==> src/rtl/dbus_arbiter_pkg.sv <==
// Shared data-bus defines: LSU/MMU <-> dbus request/response structs and
// the dbus_arbiter FSM state encoding.
package dbus_arbiter_pkg;

  localparam int DBUS_AW = 32;
  localparam int DBUS_DW = 32;

  // Request issued by a bus master (LSU, page-table walker) or the arbiter.
  typedef struct packed {
    logic               ld_req;
    logic               st_req;
    logic [DBUS_AW-1:0] addr;
    logic [DBUS_DW-1:0] w_data;
    logic [1:0]         st_ops;   // store size: byte / half / word
  } type_lsu2dbus_s;

  // Response returned by the interconnect or the arbiter.
  typedef struct packed {
    logic [DBUS_DW-1:0] r_data;
    logic               ack;
  } type_dbus2lsu_s;

  typedef enum logic {
    IDLE = 1'b0,
    BUSY = 1'b1
  } type_dbus_arb_state_e;

  // A master is requesting when it asks for either a load or a store.
  function automatic logic is_req(input type_lsu2dbus_s r);
    return r.ld_req | r.st_req;
  endfunction

endpackage

==> src/rtl/dbus_arbiter.sv <==
// Two-port round-robin arbiter in front of dbus_interconnect.
// Port 0 is the LSU, port 1 the page-table walker (MMU). One transaction is
// outstanding at a time; the winning request is registered and replayed
// downstream until the interconnect acks it.
// Optional feature: define DBUS_ARB_TIMEOUT_EN to abort a transaction that
// gets no ack within TMO_CYCLES busy cycles (forced ack, r_data=0, arb_err_o).
import dbus_arbiter_pkg::*;

module dbus_arbiter #(
  parameter int TMO_CYCLES = 255
) (
  input  logic           clk,
  input  logic           rst_n,
  input  type_lsu2dbus_s lsu2arb_i,
  input  type_lsu2dbus_s mmu2arb_i,
  output type_dbus2lsu_s arb2lsu_o,
  output type_dbus2lsu_s arb2mmu_o,
  output type_lsu2dbus_s arb2dbus_o,
  input  type_dbus2lsu_s dbus2arb_i,
  output logic           arb_err_o
);

  // Reject a timeout window too short to ever abort anything.
  if (TMO_CYCLES < 1) begin : g_tmo_range
    $error("dbus_arbiter: TMO_CYCLES must be at least 1");
  end

  type_dbus_arb_state_e r_state;
  type_dbus_arb_state_e w_next_state;

  type_lsu2dbus_s r_req;         // request captured at grant time
  logic           r_grant;       // port owning the current transaction
  logic           r_last_grant;  // port served most recently

  logic           w_req0;
  logic           w_req1;
  logic           w_pick;        // winner if a grant happens this cycle
  logic           w_tmo;         // timeout abort this cycle
  logic           w_done;        // transaction ends this cycle
  type_dbus2lsu_s w_resp;

  assign w_req0 = is_req(lsu2arb_i);
  assign w_req1 = is_req(mmu2arb_i);

  // Round-robin pick: on contention the port not served last wins;
  // a lone requester always wins.
  assign w_pick = (w_req0 && w_req1) ? ~r_last_grant : w_req1;

`ifdef DBUS_ARB_TIMEOUT_EN
  localparam int CNT_W = (TMO_CYCLES > 1) ? $clog2(TMO_CYCLES) : 1;

  logic [CNT_W-1:0] r_tmo_cnt;

  // Count busy cycles without ack; held at zero while idle so it starts
  // clean on every grant.
  always_ff @(posedge clk or negedge rst_n) begin
    if (!rst_n) begin
      r_tmo_cnt <= '0;
    end else if (r_state == IDLE) begin
      r_tmo_cnt <= '0;
    end else if (!dbus2arb_i.ack) begin
      r_tmo_cnt <= r_tmo_cnt + 1'b1;
    end
  end

  assign w_tmo = (r_state == BUSY) && !dbus2arb_i.ack &&
                 (r_tmo_cnt == CNT_W'(TMO_CYCLES - 1));
`else
  assign w_tmo = 1'b0;
`endif

  assign w_done = (r_state == BUSY) && (dbus2arb_i.ack || w_tmo);

  // State register.
  always_ff @(posedge clk or negedge rst_n) begin
    // NOTE: sequential state uses non-blocking assignments so every flop
    // samples the pre-edge values regardless of block ordering.
    if (!rst_n) begin
      r_state <= IDLE;
    end else begin
      r_state <= w_next_state;
    end
  end

  // Next-state logic.
  always_comb begin
    // NOTE: default first so no path leaves w_next_state unassigned (latch).
    w_next_state = r_state;
    unique case (r_state)
      IDLE: if (w_req0 || w_req1) w_next_state = BUSY;
      BUSY: if (w_done)           w_next_state = IDLE;
      default:                    w_next_state = IDLE;
    endcase
  end

  // Grant bookkeeping: capture the winner's request on grant, rotate
  // priority when its transaction completes.
  always_ff @(posedge clk or negedge rst_n) begin
    // NOTE: the captured request is reset too, so nothing stale can leak
    // downstream after a reset in the middle of a transaction.
    if (!rst_n) begin
      r_req        <= '0;
      r_grant      <= 1'b0;
      r_last_grant <= 1'b1;
    end else if (r_state == IDLE) begin
      if (w_req0 || w_req1) begin
        r_grant <= w_pick;
        r_req   <= w_pick ? mmu2arb_i : lsu2arb_i;
      end
    end else if (w_done) begin
      r_last_grant <= r_grant;
      r_req        <= '0;
    end
  end

  // Outputs: drive downstream and route the response only while busy.
  always_comb begin
    arb2dbus_o = '0;
    arb2lsu_o  = '0;
    arb2mmu_o  = '0;
    arb_err_o  = 1'b0;
    w_resp     = '0;
    if (r_state == BUSY) begin
      arb2dbus_o    = r_req;
      w_resp.ack    = dbus2arb_i.ack | w_tmo;
      w_resp.r_data = w_tmo ? '0 : dbus2arb_i.r_data;
      arb_err_o     = w_tmo;
      if (r_grant) begin
        arb2mmu_o = w_resp;
      end else begin
        arb2lsu_o = w_resp;
      end
    end
  end

endmodule

==> config.mk <==
export PLATFORM = sky130hd
export DESIGN_NAME = dbus_arbiter
export DESIGN_NICKNAME = d
export VERILOG_FILES = /design/src/rtl/dbus_arbiter_pkg.sv /design/src/rtl/dbus_arbiter.sv
export SDC_FILE = /design/constraint.sdc
export NUM_CORES = 1
export LEC_CHECK = 0
export ABC_AREA = 1
export CORE_ASPECT_RATIO = 1.5
export CORE_MARGIN = 8
export CORE_UTILIZATION = 38
export CTS_CLUSTER_DIAMETER = 30
export DETAILED_ROUTE_END_ITERATION = 12
export PLACE_DENSITY = 0.88
export SLEW_MARGIN = 10
export SYNTH_ARGS = -nofsm -noshare
export SYNTH_HDL_FRONTEND = slang
export SYNTH_SLANG_ARGS = --single-unit
==> constraint.sdc <==
create_clock -name clk -period 1.8 [get_ports clk]
set_input_delay 0.36 -clock clk [delete_from_list [all_inputs] [get_ports clk]]
set_output_delay 0.36 -clock clk [all_outputs]
set_load 0.05 [all_outputs]
==> out/results.tsv, run 1 <==
metric	value	unit
status	finished, violations left	
violations	negative setup slack	
cp-start-kind	flip-flop	
dp_hpwl	17300	um
gr-usage-all-layers	28.4	%
fin_cells	1327	
worst_pin_slew	0.518	ns
worst_slack	-0.108	ns
routed_via_density	5.28	
gr-total-overflow	0	
rsz0062_at_grt	true	
cts_root_buf	clkbuf_16	
setup_viol	82	
dpl.cell_count	1283	
multi_input_area	0.00289	mm2
grt_pass1_vias	6820	
path_cells	or2_4 > buf_16 > nor2_4 > buf_12	
syn_area	0.00496	mm2
synth.distinct_cells	20	
drc	0	
nets	1334	
wl	29200	um
synth_top_cell_area_share	35.3	%
ys_top_cells_by_count	nand2_1, inv_1, nand3_1	
syn_avg_cell_area	5.83	um2
ys_seq_area_share	35.8	%
ant_nets	0	
maxCapViolCount	0	
drt_iter0_drc	597	
postLayoutCoreUtil	87.7	%
insertion_delay	0.34	ns
max_freq	0.524	GHz
drtPass1Iterations	5	
place.gp.congestion	0.872	
nFillCells	561	
initial_utilization	38.5	%
die_width	109	um
synth_top_area_cell	dfrtp_1	
io_pins	306	
slew_viol_final	0	
fin_crit	1.91	ns
power_density	1930	mW/mm2
synthArstFlopShare	100	%
cpLargestDelayFamily	simple AND/OR/NAND/NOR gates	
num_vias	7007	
grt_pass1_wl	37200	um
synth_cells	851	
ctsLongestPathBuffers	2	
rows	51	
cts.sinks	71	
area_growth	128	%
yosysMostFrequentCell	nand2_1	
seqCellArea	0.00178	mm2
synth-edff-count	0	
drive_above_1_share	34.1	%
ys.flop_type	dfrtp_1	
antenna_found_initial	3	
critical-path-max-stage-delay	0.42	ns
yosys_warnings	0	
die-area	0.0170	mm2
htree_levels	3	
critPathRequiredTime	1.44	ns
grt_start_max_net_pins	47	
synth_seq_cells	71	
worstPathMaxFanout	5	
wl_per_cell	22.0	um
slowest_stage	dfrtp_2	
arrival	1.55	ns
crit_path_end_kind	output pin	
skew	0.0141	ns
cts_tree	built	
finalCritPeriodShare	106	%
finalHoldViolations	0	
slew_headroom	65.5	%
syn_nets	1022	
fp.coreArea	0.0129	mm2
crit_buf_inv	2	
synth_area_leaders	dfrtp_1, nand2_1, inv_1, nand3_1, nor2_1	
dieHeight	156	um
power.leakage	5.99	nW
hold_class	primary input to async pin	
setup.worst_path.class	flip-flop to output pin	
rrSetupSlack	-0.02	ns
cts.clk_slew.worst_paths	0.07	ns
numCtsBuffers	9	
io_buffers	304	
ir_worst_vdd	1.01	mV
power.total	21.8	mW
## metrics by stage
stage / worst slack (ns) / hold WS (ns) / TNS, ns / area [um2]
floorplan: -0.121 / 0.0644 / -3.34 / 5130
global placement: -0.0179 / 0.263 / -0.0883 / 9750
detailed placement: -0.110 / 0.265 / -2.71 / 9750
CTS: -0.110 / 0.471 / -6.32 / 10500
global route: -0.138 / 0.481 / -7.90 / 11300
finish: -0.108 / 0.463 / -4.82 / 11300
## cell usage in the layout (no fill, tap or decap), types with 8 or more instances in the layout
| cell type | count |
|---|---|
| dfrtp_1 | 68 |
| nand2_2 | 24 |
| nand3_1 | 132 |
| inv_1 | 170 |
| clkbuf_16 | 17 |
| buf_4 | 12 |
| nand2_4 | 36 |
| clkdlybuf4s50_1 | 169 |
| inv_2 | 61 |
| buf_16 | 8 |
| nand2_1 | 219 |
| nor2_4 | 61 |
| buf_12 | 149 |
## power breakdown
part | total [mW] | internal [mW] | switching, mW
combinational | 16.9 | 7.35 | 9.57
sequential | 3.16 | 2.37 | 0.790
clock | 1.75 | 1.06 | 0.692
## per-layer routing
metal	track usage (%)	vias up	wire length [um]
met4	14.3	4	1980
met3	7.49	141	2530
met2	51.6	505	15600
met1	28.8	3305	9020
li1	-	3052	-
met5	0	-	23
## final timing paths
path	startpoint	end	cells after the start
worst max-delay path	r_grant$_DFFE_PN0P_	arb2lsu_o[6]	4
worst min-delay path	rst_n	r_req[14]$_DFFE_PN0P_	2
max in group asynchronous	rst_n	r_req[6]$_DFFE_PN0P_	3
worst min register to register	r_req[59]$_DFFE_PN0P_	r_req[59]$_DFFE_PN0P_	2
min in group clk	r_req[59]$_DFFE_PN0P_	r_req[59]$_DFFE_PN0P_	2
worst max register to register	r_state$_DFF_PN0_	r_req[15]$_DFFE_PN0P_	8
## sequential cells by signal, summed over array words and instances (netlist names)
signal	cells
r_grant	1
r_req	68
r_state	1
r_last_grant	1
## timing repair
item,4_1_cts,5_1_grt
hold buffers,1,0
endpoints found under the hold margin,18,0
cloned,8,13
resized for setup,69,189
buffers inserted,6,0
pin swaps,3,4
setup endpoints to repair,69,139
## cell families after synthesis
kind of cell	Yosys count	share of synthesized area, %
buffers and inverters	289	23.0
DFF	71	35.8
and+or+nand+nor	485	40.2
AOI/OAI and AO/OA	5	0.807
other	1	0.0756
## cell type report
cell class                 count  area share, %
timing repair buffer         351           46.4
multi-input combinational    492           25.5
sequential                    71           15.8
inverter                     238           8.06
clock buffer                  11           2.06
tap                          159           1.76
clock inverter                 4          0.421
antenna                        1         0.0221
Note: power is estimated with default switching activity, not from simulation.
==> run 2: changes to the inputs <==
--- a/config.mk
+++ b/config.mk
@@ -16,3 +16,4 @@
 export SYNTH_ARGS = -nofsm -noshare
 export SYNTH_HDL_FRONTEND = slang
 export SYNTH_SLANG_ARGS = --single-unit
+export TNS_END_PERCENT = 20
==> run 2 against run 1 <==
Effect of this change:
- the run still ends with negative setup slack left
- final area shrank 6.1%
- non-clock buffer count down 13
- setup slack worse by 0.038 ns
- routed wire length down 8.9%
- clock skew down 0.0025 ns
- via count down 4.2%
- global-route usage is 0.31 points lower
- first-iteration DRC count is 15% lower
- fmax shrank 2.0%
- critical endpoint is now arb2lsu_o[32]
- largest power group unchanged
- highest routed layer is now met4
==> out/results.tsv, run 2 (same netlist as run 1, synthesis figures left out) <==
metric	value	unit
hold_class	flip-flop to flip-flop	
fin_crit	1.95	ns
htree_levels	3	
status	finished, violations left	
critical-path-max-stage-delay	0.40	ns
ir_worst_vdd	0.932	mV
skew	0.0116	ns
routed_via_density	5.11	
seqCellArea	0.00178	mm2
violations	negative setup slack	
place.gp.congestion	0.884	
dp_hpwl	17400	um
cpMostUsedCell	buf_12	
rows	51	
fp.coreArea	0.0129	mm2
crit_buf_inv	3	
dpl.cell_count	1285	
finalCritPeriodShare	108	%
slew_viol_final	0	
power_density	1860	mW/mm2
gr-usage-all-layers	28.1	%
dieHeight	156	um
ant_nets	0	
drc	0	
area_growth	114	%
wl	26600	um
cts_root_buf	clkbuf_16	
cts_tree	built	
arrival	1.59	ns
cts.clk_slew.worst_paths	0.06	ns
slowest_stage	dfrtp_2	
worst_slack	-0.147	ns
drtPass1Iterations	5	
whs	0.468	ns
crit_path_end_kind	output pin	
die_width	109	um
wl_per_cell	20.2	um
postLayoutCoreUtil	82.4	%
gr-total-overflow	0	
max_freq	0.514	GHz
nets	1320	
final_common_cell	nand2_1	
power.leakage	5.70	nW
drive_above_1_share	27.6	%
multi_input_area	0.00253	mm2
layout_common_cells	nand2_1, inv_1, clkdlybuf4s50_1	
io_buffers	304	
io_pins	306	
worstPathMaxFanout	17	
top_register	r_req	
nFillCells	667	
cp-start-kind	flip-flop	
grt_pass1_wl	36600	um
cpLargestDelayFamily	buffers and inverters	
critPathRequiredTime	1.44	ns
path_cells	inv_2 > or2_4 > buf_12 > nor2_2 > buf_12	
cts.sinks	71	
fin_cells	1314	
num_vias	6715	
rsz0062_at_grt	true	
initial_utilization	38.5	%
numCtsBuffers	9	
die-area	0.0170	mm2
maxCapViolCount	0	
grt_pass1_vias	6825	
antenna_found_initial	1	
grt_start_max_net_pins	43	
drt_iter0_drc	507	
insertion_delay	0.34	ns
ctsLongestPathBuffers	2	
finalHoldViolations	0	
setup_viol	126	
largest_reg_flops	68	
setup.worst_path.class	flip-flop to output pin	
[run 2: power by group]
| group | total [mW] | internal (mW) | switching [mW] |
|---|---|---|---|
| clock | 1.80 | 1.10 | 0.694 |
| combinational | 15.1 | 6.34 | 8.71 |
| sequential | 2.90 | 2.37 | 0.530 |
| total | 19.7 | 9.82 | 9.93 |
[run 2: path summary, 6_finish.rpt]
check / end / cells after the start / slack [ns] / startpoint
setup / recovery: arb2lsu_o[32] / 5 / -0.15 / r_state$_DFF_PN0_
hold / removal: r_req[0]$_DFFE_PN0P_ / 2 / 0.47 / r_req[0]$_DFFE_PN0P_
setup reg to reg: r_req[32]$_DFFE_PN0P_ / 7 / 0.06 / r_state$_DFF_PN0_
hold reg to reg: r_req[0]$_DFFE_PN0P_ / 2 / 0.47 / r_req[0]$_DFFE_PN0P_
max in group asynchronous: r_req[5]$_DFFE_PN0P_ / 3 / 0.68 / rst_n
min in group asynchronous: r_req[58]$_DFFE_PN0P_ / 2 / 0.52 / rst_n
[run 2: repair_timing]
action | CTS | global route
hold endpoints to repair | 13 | 0
hold buffers | 1 | 0
gates cloned | 4 | 2
buffers inserted | 4 | 2
resized for setup | 110 | 50
pin swaps | 0 | 0
endpoints found under the setup margin | 88 | 113
[run 2: layer usage]
metal  wire length [um]  vias to the layer above  GRT usage [%]
met5                  0                        -              0
met4               2310                        0           25.3
met3               2540                      147           8.48
met2              13400                      450           48.3
met1               8310                     3098           25.8
li1                   -                     3020              -
[run 2: worst min-delay path, delay by kind of cell, from the launching register on]
family	cells	cell delay, ns
flip-flops	1	0.34
AND/OR/NAND/NOR	2	0.10
[run 2: area by class of cell]
type                            count  area share [%]
Timing Repair Buffer              338            46.3
Tap cell                          159            1.87
Clock buffer                       10            2.25
Sequential cell                    71            16.8
Multi-Input combinational cell    491            23.8
Clock inverter                      6           0.566
Antenna cell                        1          0.0236
Inverter                          238            8.41
[run 2: per-stage QoR]
| step | power (mW) | TNS [ns] | setup slack, ns | area, um2 |
|---|---|---|---|---|
| finish | 19.7 | -7.76 | -0.147 | 10600 |
| global route | 20.5 | -11.53 | -0.165 | 10600 |
| floorplan | 9.63 | -3.47 | -0.121 | 5050 |
| detailed placement | 16.2 | -0.779 | -0.0632 | 9670 |
| global placement | 15.9 | -0.00296 | -0.00296 | 9670 |
| CTS | 19.1 | -3.24 | -0.0845 | 10400 |
==> run 3: changes to the inputs <==
--- a/config.mk
+++ b/config.mk
@@ -11,6 +11,7 @@
 export CORE_UTILIZATION = 38
 export CTS_CLUSTER_DIAMETER = 30
 export DETAILED_ROUTE_END_ITERATION = 12
+export GPL_ROUTABILITY_DRIVEN = 0
 export PLACE_DENSITY = 0.88
 export SLEW_MARGIN = 10
 export SYNTH_ARGS = -nofsm -noshare
==> constraint.sdc (replaced) <==
create_clock -name clk -period 1.97 [get_ports clk]
set_input_delay 0.394 -clock clk [delete_from_list [all_inputs] [get_ports clk]]
set_output_delay 0.394 -clock clk [all_outputs]
set_load 0.05 [all_outputs]
==> run 3 against run 2 <==
Effect of this change:
- the run still ends with negative setup slack left
- routed wire length fell by 14%
- die area did not move
- critical path depth did not move
- highest routed layer unchanged
==> out/results.tsv, run 3 (same netlist as run 1, synthesis figures left out) <==
metric	value	unit
status	finished, violations left	
violations	negative setup slack	
drtPass1Iterations	5	
cpLargestDelayFamily	simple AND/OR/NAND/NOR gates	
grt_pass1_wl	32600	um
numCtsBuffers	9	
layout_common_cells	nand2_1, inv_1, clkdlybuf4s50_1	
insertion_delay	0.33	ns
place_area	0.00957	mm2
diodes	0	
met2_usage	44.6	%
die-area	0.0170	mm2
largest_reg_flops	68	
top_usage_layer	met2	
hold_class	flip-flop to flip-flop	
rows	51	
gr-usage-all-layers	24.6	%
nets	1310	
worstPathMaxFanout	6	
htree_levels	3	
dp_hpwl	17000	um
drive_above_1_share	20.7	%
reg2reg_to	r_req[34]$_DFFE_PN0P_	
crit_buf_inv	3	
wl	22900	um
final_common_cell	nand2_1	
max_freq	0.495	GHz
rrSetupSlack	0.26	ns
skew	0.00486	ns
power.total	17.1	mW
path_cells	inv_2 > or2_4 > clkbuf_16 > nor2_4 > buf_12	
grt_pass1_vias	6420	
cts_tree	built	
final_cell_area	0.0102	mm2
r2r-start	r_state$_DFF_PN0_	
grt_start_max_net_pins	67	
routed_via_density	4.89	
worstRegToRegCells	7	
power_density	1670	mW/mm2
cp-start-kind	flip-flop	
slowest_stage	dfrtp_2	
gr-total-overflow	0	
setup.worst_path.class	flip-flop to output pin	
nFillCells	750	
setup_viol	17	
met3_usage	6.08	%
io_buffers	304	
cts.clk_slew.worst_paths	0.05	ns
io_pins	306	
antenna_found_initial	0	
critical-path-max-stage-delay	0.40	ns
postLayoutCoreUtil	79.4	%
cts_root_buf	clkbuf_16	
whs	0.468	ns
hold_start	r_req[26]$_DFFE_PN0P_	
top_register	r_req	
drc	0	
dieHeight	156	um
holdPathEnd	r_req[26]$_DFFE_PN0P_	
met1_usage	23.6	%
finalCritPeriodShare	102	%
maxCapViolCount	0	
drt_iter0_drc	399	
fin_crit	2.02	ns
arrival	1.62	ns
dp_slack	0.0262	ns
fp.coreArea	0.0129	mm2
finalHoldViolations	0	
num_vias	6365	
cts.sinks	71	
wl_per_cell	17.6	um
critPathRequiredTime	1.58	ns
die_width	109	um
worst_slack	-0.0490	ns
crit_path_end_kind	output pin	
ir_worst_vdd	1.16	mV
initial_utilization	38.5	%
slew_viol_final	0	
power.leakage	5.67	nW
ant_nets	0	
ctsLongestPathBuffers	2	
hold_depth	2	
rsz0062_at_grt	true	
area_growth	106	%
## run 3: final cells by class
type                       instances  area, um2  share of cell area (%)
timing repair buffer             326       4750                    46.4
sequential                        71       1780                    17.4
multi-input combinational        493       2300                    22.5
clock inverter                     4       70.1                   0.684
tap                              159        199                    1.94
inverter                         238        893                    8.73
clock buffer                      11        243                    2.37
## run 3: worst reg2reg max path, cell delays in order (launching register included)
cell       delay [ns]
dfrtp_2          0.43
buf_4            0.15
bufbuf_16        0.29
a21oi_4          0.30
nor2_4           0.08
buf_12           0.18
nand2_1          0.10
nand2_1          0.06
## run 3: metrics by stage
| stage | std cells | TNS (ns) |
|---|---|---|
| 2_1_floorplan | 851 | -4.21 |
| 3_3_place_gp | 1280 | 0 |
| 3_5_place_dp | 1280 | 0 |
| 4_1_cts | 1299 | -0.449 |
| 5_1_grt | 1302 | -2.50 |
| 6_report | 1302 | -0.260 |
## run 3: power by group
| part | switching, mW | total (mW) | internal [mW] |
|---|---|---|---|
| sequential | 0.424 | 2.59 | 2.16 |
| clock | 0.587 | 1.72 | 1.13 |
| combinational | 7.42 | 12.8 | 5.42 |
## run 3: per-layer routing
layer	wire (um)	share of wire (%)
met2	12100	53
met3	2020	8.8
met5	0	0
met4	1400	6.1
met1	7400	32
## run 3: repair_timing
| item | in CTS | in global routing |
|---|---|---|
| endpoints found under the setup margin | 96 | 86 |
| resized for setup | 44 | 36 |
| setup buffers | 1 | 0 |
| endpoints found under the hold margin | 23 | 0 |
| hold buffers | 1 | 0 |
| cloned | 2 | 3 |
| pin swaps | 0 | 1 |
## run 3: how the worst max path moves through the flow
stage | cells after the start | to | slack [ns] | startpoint
after global placement | 4 | arb2lsu_o[0] | 0.09 | dbus2arb_i[0]
after CTS | 5 | arb2lsu_o[32] | -0.02 | r_state$_DFF_PN0_
after floorplan | 6 | arb2lsu_o[10] | -0.14 | r_state$_DFF_PN0_
after global routing | 5 | arb2lsu_o[23] | -0.11 | r_state$_DFF_PN0_
final | 5 | arb2lsu_o[23] | -0.05 | r_state$_DFF_PN0_
after detailed placement | 8 | r_req[58]$_DFFE_PN0P_ | 0.03 | mmu2arb_i[67]
